`src/rtl/wb_commit_reg_if.sv`:
```
// M-to-W commit bus for wb_commit_reg: M-stage instruction inputs and W-stage write port.
// With WB_COMMIT_STATS_EN defined the bus also carries the squash statistics counter.
interface wb_commit_reg_if #(
    parameter int unsigned REG_AW = 5,
    parameter int unsigned DATA_W = 32,
    parameter int unsigned SEL_W  = 4
) ();
    logic              i_valid;
    logic              i_stall;
    logic [SEL_W-1:0]  i_regdst_sel;
    logic [REG_AW-1:0] i_a3;
    logic [DATA_W-1:0] i_wdata;
    logic              i_ovf_instr;
    logic              i_ovf;
    logic              i_req;
    logic              o_valid;
    logic [REG_AW-1:0] o_a3;
    logic [DATA_W-1:0] o_wdata;
    logic              o_we;
    logic              o_draining;
`ifdef WB_COMMIT_STATS_EN
    logic [31:0]       o_squash_cnt;

    modport master (
        output i_valid, i_stall, i_regdst_sel, i_a3, i_wdata, i_ovf_instr, i_ovf, i_req,
        input  o_valid, o_a3, o_wdata, o_we, o_draining, o_squash_cnt
    );
    modport slave (
        input  i_valid, i_stall, i_regdst_sel, i_a3, i_wdata, i_ovf_instr, i_ovf, i_req,
        output o_valid, o_a3, o_wdata, o_we, o_draining, o_squash_cnt
    );
`else
    modport master (
        output i_valid, i_stall, i_regdst_sel, i_a3, i_wdata, i_ovf_instr, i_ovf, i_req,
        input  o_valid, o_a3, o_wdata, o_we, o_draining
    );
    modport slave (
        input  i_valid, i_stall, i_regdst_sel, i_a3, i_wdata, i_ovf_instr, i_ovf, i_req,
        output o_valid, o_a3, o_wdata, o_we, o_draining
    );
`endif
endinterface

```
`src/rtl/wb_commit_reg.sv`:
```
// W-stage commit register: gates register-file writes and suppresses them for a fixed number
// of advancing cycles after an exception request. Optional macro: WB_COMMIT_STATS_EN.
module wb_commit_reg #(
    parameter int unsigned            REG_AW       = 5,
    parameter int unsigned            DATA_W       = 32,
    parameter int unsigned            SEL_W        = 4,
    parameter logic [(2**SEL_W)-1:0]  WR_SEL_MASK  = 'h000F,
    parameter int unsigned            DRAIN_CYCLES = 3
) (
    input  logic           clk,
    input  logic           reset,
    wb_commit_reg_if.slave bus
);
    localparam int unsigned CNT_W = 4;

    typedef enum logic [0:0] {StRun, StDrain} state_e;

    state_e            state_q, state_d;
    logic [CNT_W-1:0]  cnt_q, cnt_d;
    logic              valid_q;
    logic              we_q;
    logic [REG_AW-1:0] a3_q;
    logic [DATA_W-1:0] wdata_q;
    logic              writer;
    logic              commit;

    // A "writer" is a real instruction that would write a non-zero register.
    always_comb begin
        writer = bus.i_valid && WR_SEL_MASK[bus.i_regdst_sel] && (bus.i_a3 != '0);
        commit = writer && !(bus.i_ovf_instr && bus.i_ovf) && !bus.i_req && (state_q == StRun);
    end

    always_comb begin
        state_d = state_q;
        cnt_d   = cnt_q;
        if (!bus.i_stall) begin
            if (bus.i_req) begin
                state_d = StDrain;
                cnt_d   = CNT_W'(DRAIN_CYCLES);
            end else if (state_q == StDrain) begin
                cnt_d = cnt_q - 1'b1;
                if (cnt_q == CNT_W'(1)) begin
                    state_d = StRun;
                end
            end
        end
    end

    always_ff @(posedge clk) begin
        if (reset) begin
            state_q <= StRun;
            cnt_q   <= '0;
            valid_q <= 1'b0;
            we_q    <= 1'b0;
            a3_q    <= '0;
            wdata_q <= '0;
        end else begin
            state_q <= state_d;
            cnt_q   <= cnt_d;
            if (!bus.i_stall) begin
                valid_q <= bus.i_valid && !bus.i_req;
                we_q    <= commit;
                a3_q    <= commit ? bus.i_a3 : '0;
                wdata_q <= bus.i_wdata;
            end
        end
    end

    assign bus.o_valid    = valid_q;
    assign bus.o_we       = we_q;
    assign bus.o_a3       = a3_q;
    assign bus.o_wdata    = wdata_q;
    assign bus.o_draining = (state_q == StDrain);

`ifdef WB_COMMIT_STATS_EN
    logic [31:0] squash_q;

    always_ff @(posedge clk) begin
        if (reset) begin
            squash_q <= '0;
        end else if (!bus.i_stall && writer && !commit) begin
            squash_q <= squash_q + 32'd1;
        end
    end

    assign bus.o_squash_cnt = squash_q;
`endif

endmodule
```
`src/flat_wrapper.sv`:
```
// flat-port wrapper written by rule: the top's interface ports become plain ports
module wb_commit_reg_flat 
#(
    parameter int unsigned            REG_AW       = 5,
    parameter int unsigned            DATA_W       = 32,
    parameter int unsigned            SEL_W        = 4,
    parameter logic [(2**SEL_W)-1:0]  WR_SEL_MASK  = 'h000F,
    parameter int unsigned            DRAIN_CYCLES = 3
)
  (clk, reset, bus_i_valid, bus_i_stall, bus_i_regdst_sel, bus_i_a3, bus_i_wdata, bus_i_ovf_instr, bus_i_ovf, bus_i_req, bus_o_valid, bus_o_a3, bus_o_wdata, bus_o_we, bus_o_draining);
  wb_commit_reg_if #(.REG_AW(REG_AW), .DATA_W(DATA_W), .SEL_W(SEL_W)) bus_i ();
  input  logic clk;
  input  logic reset;
  input wire logic [$bits(bus_i.i_valid)-1:0] bus_i_valid;
  input wire logic [$bits(bus_i.i_stall)-1:0] bus_i_stall;
  input wire logic [$bits(bus_i.i_regdst_sel)-1:0] bus_i_regdst_sel;
  input wire logic [$bits(bus_i.i_a3)-1:0] bus_i_a3;
  input wire logic [$bits(bus_i.i_wdata)-1:0] bus_i_wdata;
  input wire logic [$bits(bus_i.i_ovf_instr)-1:0] bus_i_ovf_instr;
  input wire logic [$bits(bus_i.i_ovf)-1:0] bus_i_ovf;
  input wire logic [$bits(bus_i.i_req)-1:0] bus_i_req;
  output wire logic [$bits(bus_i.o_valid)-1:0] bus_o_valid;
  output wire logic [$bits(bus_i.o_a3)-1:0] bus_o_a3;
  output wire logic [$bits(bus_i.o_wdata)-1:0] bus_o_wdata;
  output wire logic [$bits(bus_i.o_we)-1:0] bus_o_we;
  output wire logic [$bits(bus_i.o_draining)-1:0] bus_o_draining;
  assign bus_i.i_valid = bus_i_valid;
  assign bus_i.i_stall = bus_i_stall;
  assign bus_i.i_regdst_sel = bus_i_regdst_sel;
  assign bus_i.i_a3 = bus_i_a3;
  assign bus_i.i_wdata = bus_i_wdata;
  assign bus_i.i_ovf_instr = bus_i_ovf_instr;
  assign bus_i.i_ovf = bus_i_ovf;
  assign bus_i.i_req = bus_i_req;
  assign bus_o_valid = bus_i.o_valid;
  assign bus_o_a3 = bus_i.o_a3;
  assign bus_o_wdata = bus_i.o_wdata;
  assign bus_o_we = bus_i.o_we;
  assign bus_o_draining = bus_i.o_draining;
  wb_commit_reg #(.REG_AW(REG_AW), .DATA_W(DATA_W), .SEL_W(SEL_W), .WR_SEL_MASK(WR_SEL_MASK), .DRAIN_CYCLES(DRAIN_CYCLES)) u_core (.clk(clk), .reset(reset), .bus(bus_i));
endmodule
```
`config.mk`:
```
export PLATFORM = sky130hd
export DESIGN_NAME = wb_commit_reg_flat
export DESIGN_NICKNAME = d
export VERILOG_FILES = /design/src/rtl/wb_commit_reg_if.sv /design/src/rtl/wb_commit_reg.sv /design/src/flat_wrapper.sv
export SDC_FILE = /design/constraint.sdc
export NUM_CORES = 1
export LEC_CHECK = 0
export CORE_MARGIN = 8
export CORE_UTILIZATION = 54
export CTS_CLUSTER_SIZE = 24
export DETAILED_ROUTE_END_ITERATION = 6
export DONT_BUFFER_PORTS = 1
export PLACE_DENSITY = 0.75
export SKIP_CTS_REPAIR_TIMING = 1
export SLEW_MARGIN = 20
export SYNTH_ARGS = -nofsm -noshare
export SYNTH_HDL_FRONTEND = slang
export SYNTH_SLANG_ARGS = --single-unit
```
`constraint.sdc`:
```
create_clock -name clk -period 1.4 [get_ports clk]
set_input_delay 0.28 -clock clk [delete_from_list [all_inputs] [get_ports clk]]
set_output_delay 0.28 -clock clk [all_outputs]
set_load 0.03 [all_outputs]
```
# After elaboration in Yosys (flattened, before gate mapping)
# Memory sizes are Yosys's and may differ from the RTL's.
# Index checks and enable logic that the tools add are counted.
[totals] register_bits=44 latchBits=0 mem_bits_rw=0 rom_bits=16 in_bits=48 mem_count=1
[classes] add_sub_neg=1 multipliers=0 n_div=0 n_lt_le_gt_ge=1 n_eq_ne=1 shift=0 n_mux=7 bitwise=2 n_reduce_logical=12
[memory_table] name="(name not given)" words=16 width=1 read_ports=1 rd_ports_with_merged_regs=0 wr=0 line="wb_commit_reg.sv:29" rtl="writer = bus.i_valid && WR_SEL_MASK[bus.i_regdst_sel] && (bus.i_a3 != '0);"
[op_table] op="4-bit 2-to-1 mux" count=2
[op_table] op="1-bit logical AND" count=7
[op_table] op="4-bit by 5-bit less-than comparator with 1-bit output, second input constant" count=1
[op_table] op="5-bit 2-to-1 mux" count=1
[op_table] op="5-bit nonzero test" count=1
[op_table] op="4-bit by 1-bit equality test with 1-bit output, second input constant" count=1
[op_table] op="1-bit 2-to-1 mux" count=4
[op_table] op="4-bit by 1-bit subtractor with 4-bit output, second input constant" count=1
[op_table] op="1-bit zero test" count=2
[op_table] op="1-bit NOT" count=2
[op_table] op="2-bit AND reduction" count=1
[op_table] op="2-bit nonzero test" count=1

# Longest topological paths before layout
[logic_depth] depth_word=8 depth_mapped=5

# Worst setup path before layout
# OpenSTA, ideal clock, no wires.
[synth_timing] path_kind="register -> register" from="register u_core.state_q (netlist: u_core.bus.o_draining)" to="register u_core.cnt_q[3]" arrival_time_ns=1.626 required_ns=1.326 setup_slack_ns=-0.300 path_stages_with_launch=4 cell_sequence="dfxtp_1 > or4b_1 > or4_1 > a31oi_1"
[synth_via] elab_chain_cells=2
[synth_rtl] item="start, declared" line="wb_commit_reg.sv:18" rtl="state_e state_q, state_d;"
[synth_rtl] item="start signal, assigned" line="wb_commit_reg.sv:51" rtl="state_q <= StRun;"
[synth_rtl] item="start signal, assigned" line="wb_commit_reg.sv:58" rtl="state_q <= state_d;"
[synth_rtl] item="2-bit nonzero test (no source line)"
[synth_rtl] item="2-bit AND reduction (no source line)"
[synth_rtl] item="end signal, assigned" line="wb_commit_reg.sv:59" rtl="cnt_q <= cnt_d;"
[synth_rtl] item="end, declared" line="wb_commit_reg.sv:19" rtl="logic [CNT_W-1:0] cnt_q, cnt_d;"
# Every way passes these cells.
# A chain may end at the register's enable or synchronous reset.

# Final worst setup path
[layout_timing] from="register u_core.cnt_q[0]" to="register u_core.cnt_q[3]"
[layout_via] elab_chain_cells=3
[layout_rtl] item="4-bit by 1-bit subtractor with 4-bit output" line="wb_commit_reg.sv:41" rtl="cnt_d = cnt_q - 1'b1;"
[layout_rtl] item="4-bit 2-to-1 mux" line="wb_commit_reg.sv:40" rtl="end else if (state_q == StDrain) begin"
[layout_rtl] item="4-bit 2-to-1 mux" line="wb_commit_reg.sv:37" rtl="if (bus.i_req) begin"
# Every way passes these cells. The select of a mux whose other input is x is not followed.

==> impl_metrics.csv <==
group,metric,value,unit
setup_path,worst_ep_arrival_time,1.74,ns
placed_design,gp_congestion,0.7499,
clocking,clock-sinks,44,
drt,dr.pass1.iters,4,
timing,final-max-slew-violation-count,0,
logic_synthesis,synth_cells,164,
timing,rsz0062_at_grt,"true",
logic_synthesis,synth-adder-area-share,1.519,%
grt,grt_pass1_wl,5823,um
pwr,comb_power_share,7.6,%
pwr,power.density,1323,nW/um^2
logic_synthesis,syn_area,1648,sq um
clocking,cts_tree,"done",
clocking,cts_buffer_depth,2,
floorplan,ioPinCount,88,
setup_path,reg2regPathDepth,3,
placed_design,dp_hpwl,2804,um
logic_synthesis,synth_mux_area_share,19.44,%
grt,antenna_found_initial,0,
grt,grt.total_usage,14.24,%
setup_path,max_stage_delay,0.53,ns
placed_design,io_buffers,0,
logic_synthesis,synth_simple_gate_area_share,14.73,%
clocking,cts_root_buf,"clkbuf_4",
final_layout,postLayoutCoreUtil,61.13,%
setup_path,critPathMaxFanout,2,
logic_synthesis,yosysWarnings,0,
pwr,internal-power,0.001789,W
final_layout,fin_area,1821,sq um
timing,fin_crit_sh,105.2,%
floorplan,dieArea,5075,sq um
timing,fmax,678.7,MHz
drt,routed_wl,3830,um
pwr,p_clk_share,31.2,%
logic_synthesis,synth_compound_area_share,7.669,%
placed_design,place_inst,195,
final_layout,final_nets,220,
setup_path,crit_type,"reg -> reg",
pwr,p_switching,0.0006191,W
timing,setup_viol,1,
final_layout,n_antenna_cell,0,
setup_path,r2r_start,"u_core.cnt_q[0]$_SDFFE_PP0P_",
pwr,seqPwrFrac,61.2,%
setup_path,end_kind,"flop",
logic_synthesis,syn-num-nets,214,
setup_path,cp_slowest_cell,"or4b_1",
timing,slew-limit-headroom,76.09,%
drt,vias,1182,
setup_path,start_kind,"flop",
setup_path,cp.required,1.67,ns
setup_path,critPathLaunch,"u_core.cnt_q[0]$_SDFFE_PP0P_",
timing,fin_skew,0.003954,ns
floorplan,rows,20,
clocking,cts.htree.levels,2,
logic_synthesis,synth-xor-area-share,0,%
placed_design,post_dp_cell_area,1712,sq um
hold_path,worstHoldPathType,"in -> reg",
timing,worst_slack,-0.07342,ns
setup_path,r2r_slack,-0.07,ns
logic_synthesis,avgSynthCellArea,10.05,sq um
drt,drc_errors,0,
floorplan,die_h,71.24,um
clocking,insertion_delay,0.33,ns
floorplan,core,2978,sq um
setup_path,path_cells,"or4b_1 > or4_1 > a31oi_1",
logic_synthesis,ys_ff_latch,44,
final_layout,drive_gt1_share,11.11,%
grt,grt_pass1_vias,1188,
drt,drtIter0Drc,117,
grt,grt_max_degree,48,
drt,antenna_left,0,
pwr,total_power,0.002408,W
job,max-cap-violations,0,
timing,fin_crit,1.473,ns
clocking,cts_buffers,5,
logic_synthesis,synth_top_family_by_area,"multiplexers",
setup_path,rr_endpoint,"u_core.cnt_q[3]$_SDFFE_PP0P_",
drt,vias_per_cell,5.794,
timing,tightest_slew,0.3581,ns
setup_path,crit_path_end,"u_core.cnt_q[3]$_SDFFE_PP0P_",
final_layout,mostFrequentLayoutCells,"dfxtp_1 (43), nor2_1 (36), mux2i_1 (32)",
final_layout,syn2layout_area_growth,10.48,%
outcome,violations,"negative setup slack",
pwr,irDropWorstVdd,0.0008893,V
logic_synthesis,ys_seq_area_share,53.45,%
timing,hold_viol_final,0,
floorplan,fp.dieW,71.24,um
pwr,switching_share,25.71,%
outcome,outcome,"finished with violations",
floorplan,start_util,55.34,%
grt,grt.overflow.total,0,
pwr,leakage,0.7695,nW
drt,detail_route.wl_per_cell,18.77,um
clocking,clk_pin_slew_worst_paths,0.13,ns
final_layout,n_fill_cell,259,
logic_synthesis,ys_types,26,
final_layout,final_common_cell,"dfxtp_1",
final_layout,final_cells,204,
-- state kept, by name, indices dropped and copies added, names as in the netlist --
| signal | cells |
|---|---|
| u_core.bus.o_valid | 1 |
| u_core.bus.o_draining | 1 |
| u_core.bus.o_we | 1 |
| u_core.bus.o_wdata | 32 |
| u_core.cnt_q | 4 |
| u_core.bus.o_a3 | 5 |
-- worst min-delay path by stage --
stage	cells past startpoint	slack, ns	from	endpoint
2_1_floorplan	2	0.42	bus_i_req	u_core.bus.o_draining$_SDFFE_PP0N_
3_5_place_dp	1	0.35	reset	u_core.bus.o_draining$_SDFFE_PP0N_
3_3_place_gp	1	0.35	reset	u_core.bus.o_draining$_SDFFE_PP0N_
4_1_cts	1	-0.02	reset	u_core.bus.o_wdata[17]$_SDFFE_PP0N_
6_report	2	0.08	bus_i_wdata[24]	u_core.bus.o_wdata[24]$_SDFFE_PP0N_
5_1_grt	2	0.05	bus_i_stall	u_core.bus.o_a3[2]$_SDFFE_PP0N_
-- logic make-up after synthesis --
logic type	after synthesis
muxes	32
buffers and inverters	13
AOI/OAI and AO/OA	18
and+or+nand+nor	55
DFF	44
adders and majority gates	2
-- stage by stage --
stage	hold WS, ns	setup WS, ns	TNS, ns
2_1_floorplan	0.4234	-0.05512	-0.05512
3_3_place_gp	0.3460	-0.008279	-0.008279
3_5_place_dp	0.3503	-0.04090	-0.04090
4_1_cts	-0.02096	-0.07201	-0.1094
5_1_grt	0.04990	-0.1343	-0.1343
6_report	0.07758	-0.07342	-0.07342
-- metal layers --
| metal | share of wire [%] | track usage, % | routed length (um) | vias up |
|---|---|---|---|---|
| li1 | - | - | - | 577 |
| met1 | 37 | 14.67 | 1410 | 550 |
| met2 | 52 | 23.37 | 1974 | 51 |
| met3 | 11 | 8.508 | 419 | 4 |
| met4 | 0.68 | 4.850 | 26 | 0 |
| met5 | 0 | 0 | 0 | - |
-- area by class of cell --
class / instances / area (sq um) / share of cell area, %
Sequential cell: 44 / 884.6 / 48.59
Multi-Input combinational cell: 107 / 726.9 / 39.93
Timing Repair Buffer: 9 / 80.08 / 4.399
Clock buffer: 6 / 41.29 / 2.268
Tap cell: 33 / 41.29 / 2.268
Clock inverter: 2 / 35.03 / 1.924
Inverter: 3 / 11.26 / 0.6186
-- synthesized netlist by cell type --
library cell,n,area share (%)
buf_2,3,0.91
a2111oi_2,1,0.91
nand3b_1,1,0.46
or4_1,1,0.46
nand2_1,7,1.6
mux2i_1,32,19
nand4_1,5,1.9
ha_1,2,1.5
nor2_1,36,8.2
nand4b_1,1,0.53
o21ai_0,1,0.30
clkbuf_1,7,1.6
nand3_1,1,0.30
o21ba_2,1,0.61
dfxtp_1,44,53
a221oi_1,1,0.53
inv_1,3,0.68
a31oi_1,1,0.38
nand2b_1,1,0.38
a22oi_1,1,0.46
o41ai_1,1,0.53
a311oi_1,2,1.1
or4b_1,1,0.61
a21oi_1,8,2.4
nor3_1,1,0.30
a211oi_1,1,0.46
-- power groups by stage --
| stage | Combinational, W | Sequential (W) | Clock [W] |
|---|---|---|---|
| after floorplan | 0.000154 | 0.00150 | 0 |
| after global placement | 0.000149 | 0.00150 | 0 |
| after detailed placement | 0.000161 | 0.00150 | 0 |
| after CTS | 0.000161 | 0.00148 | 0.000764 |
| after global routing | 0.000203 | 0.00148 | 0.000821 |
| final | 0.000184 | 0.00147 | 0.000751 |
-- worst max-delay path, delay by kind of cell, from the launching register on --
| family | cells | cell delay (ns) |
|---|---|---|
| AND/OR/NAND/NOR | 2 | 0.94 |
| flip-flops | 1 | 0.33 |
| AO/OA/AOI/OAI | 1 | 0.14 |
Note: power is estimated with default switching activity, not from simulation.
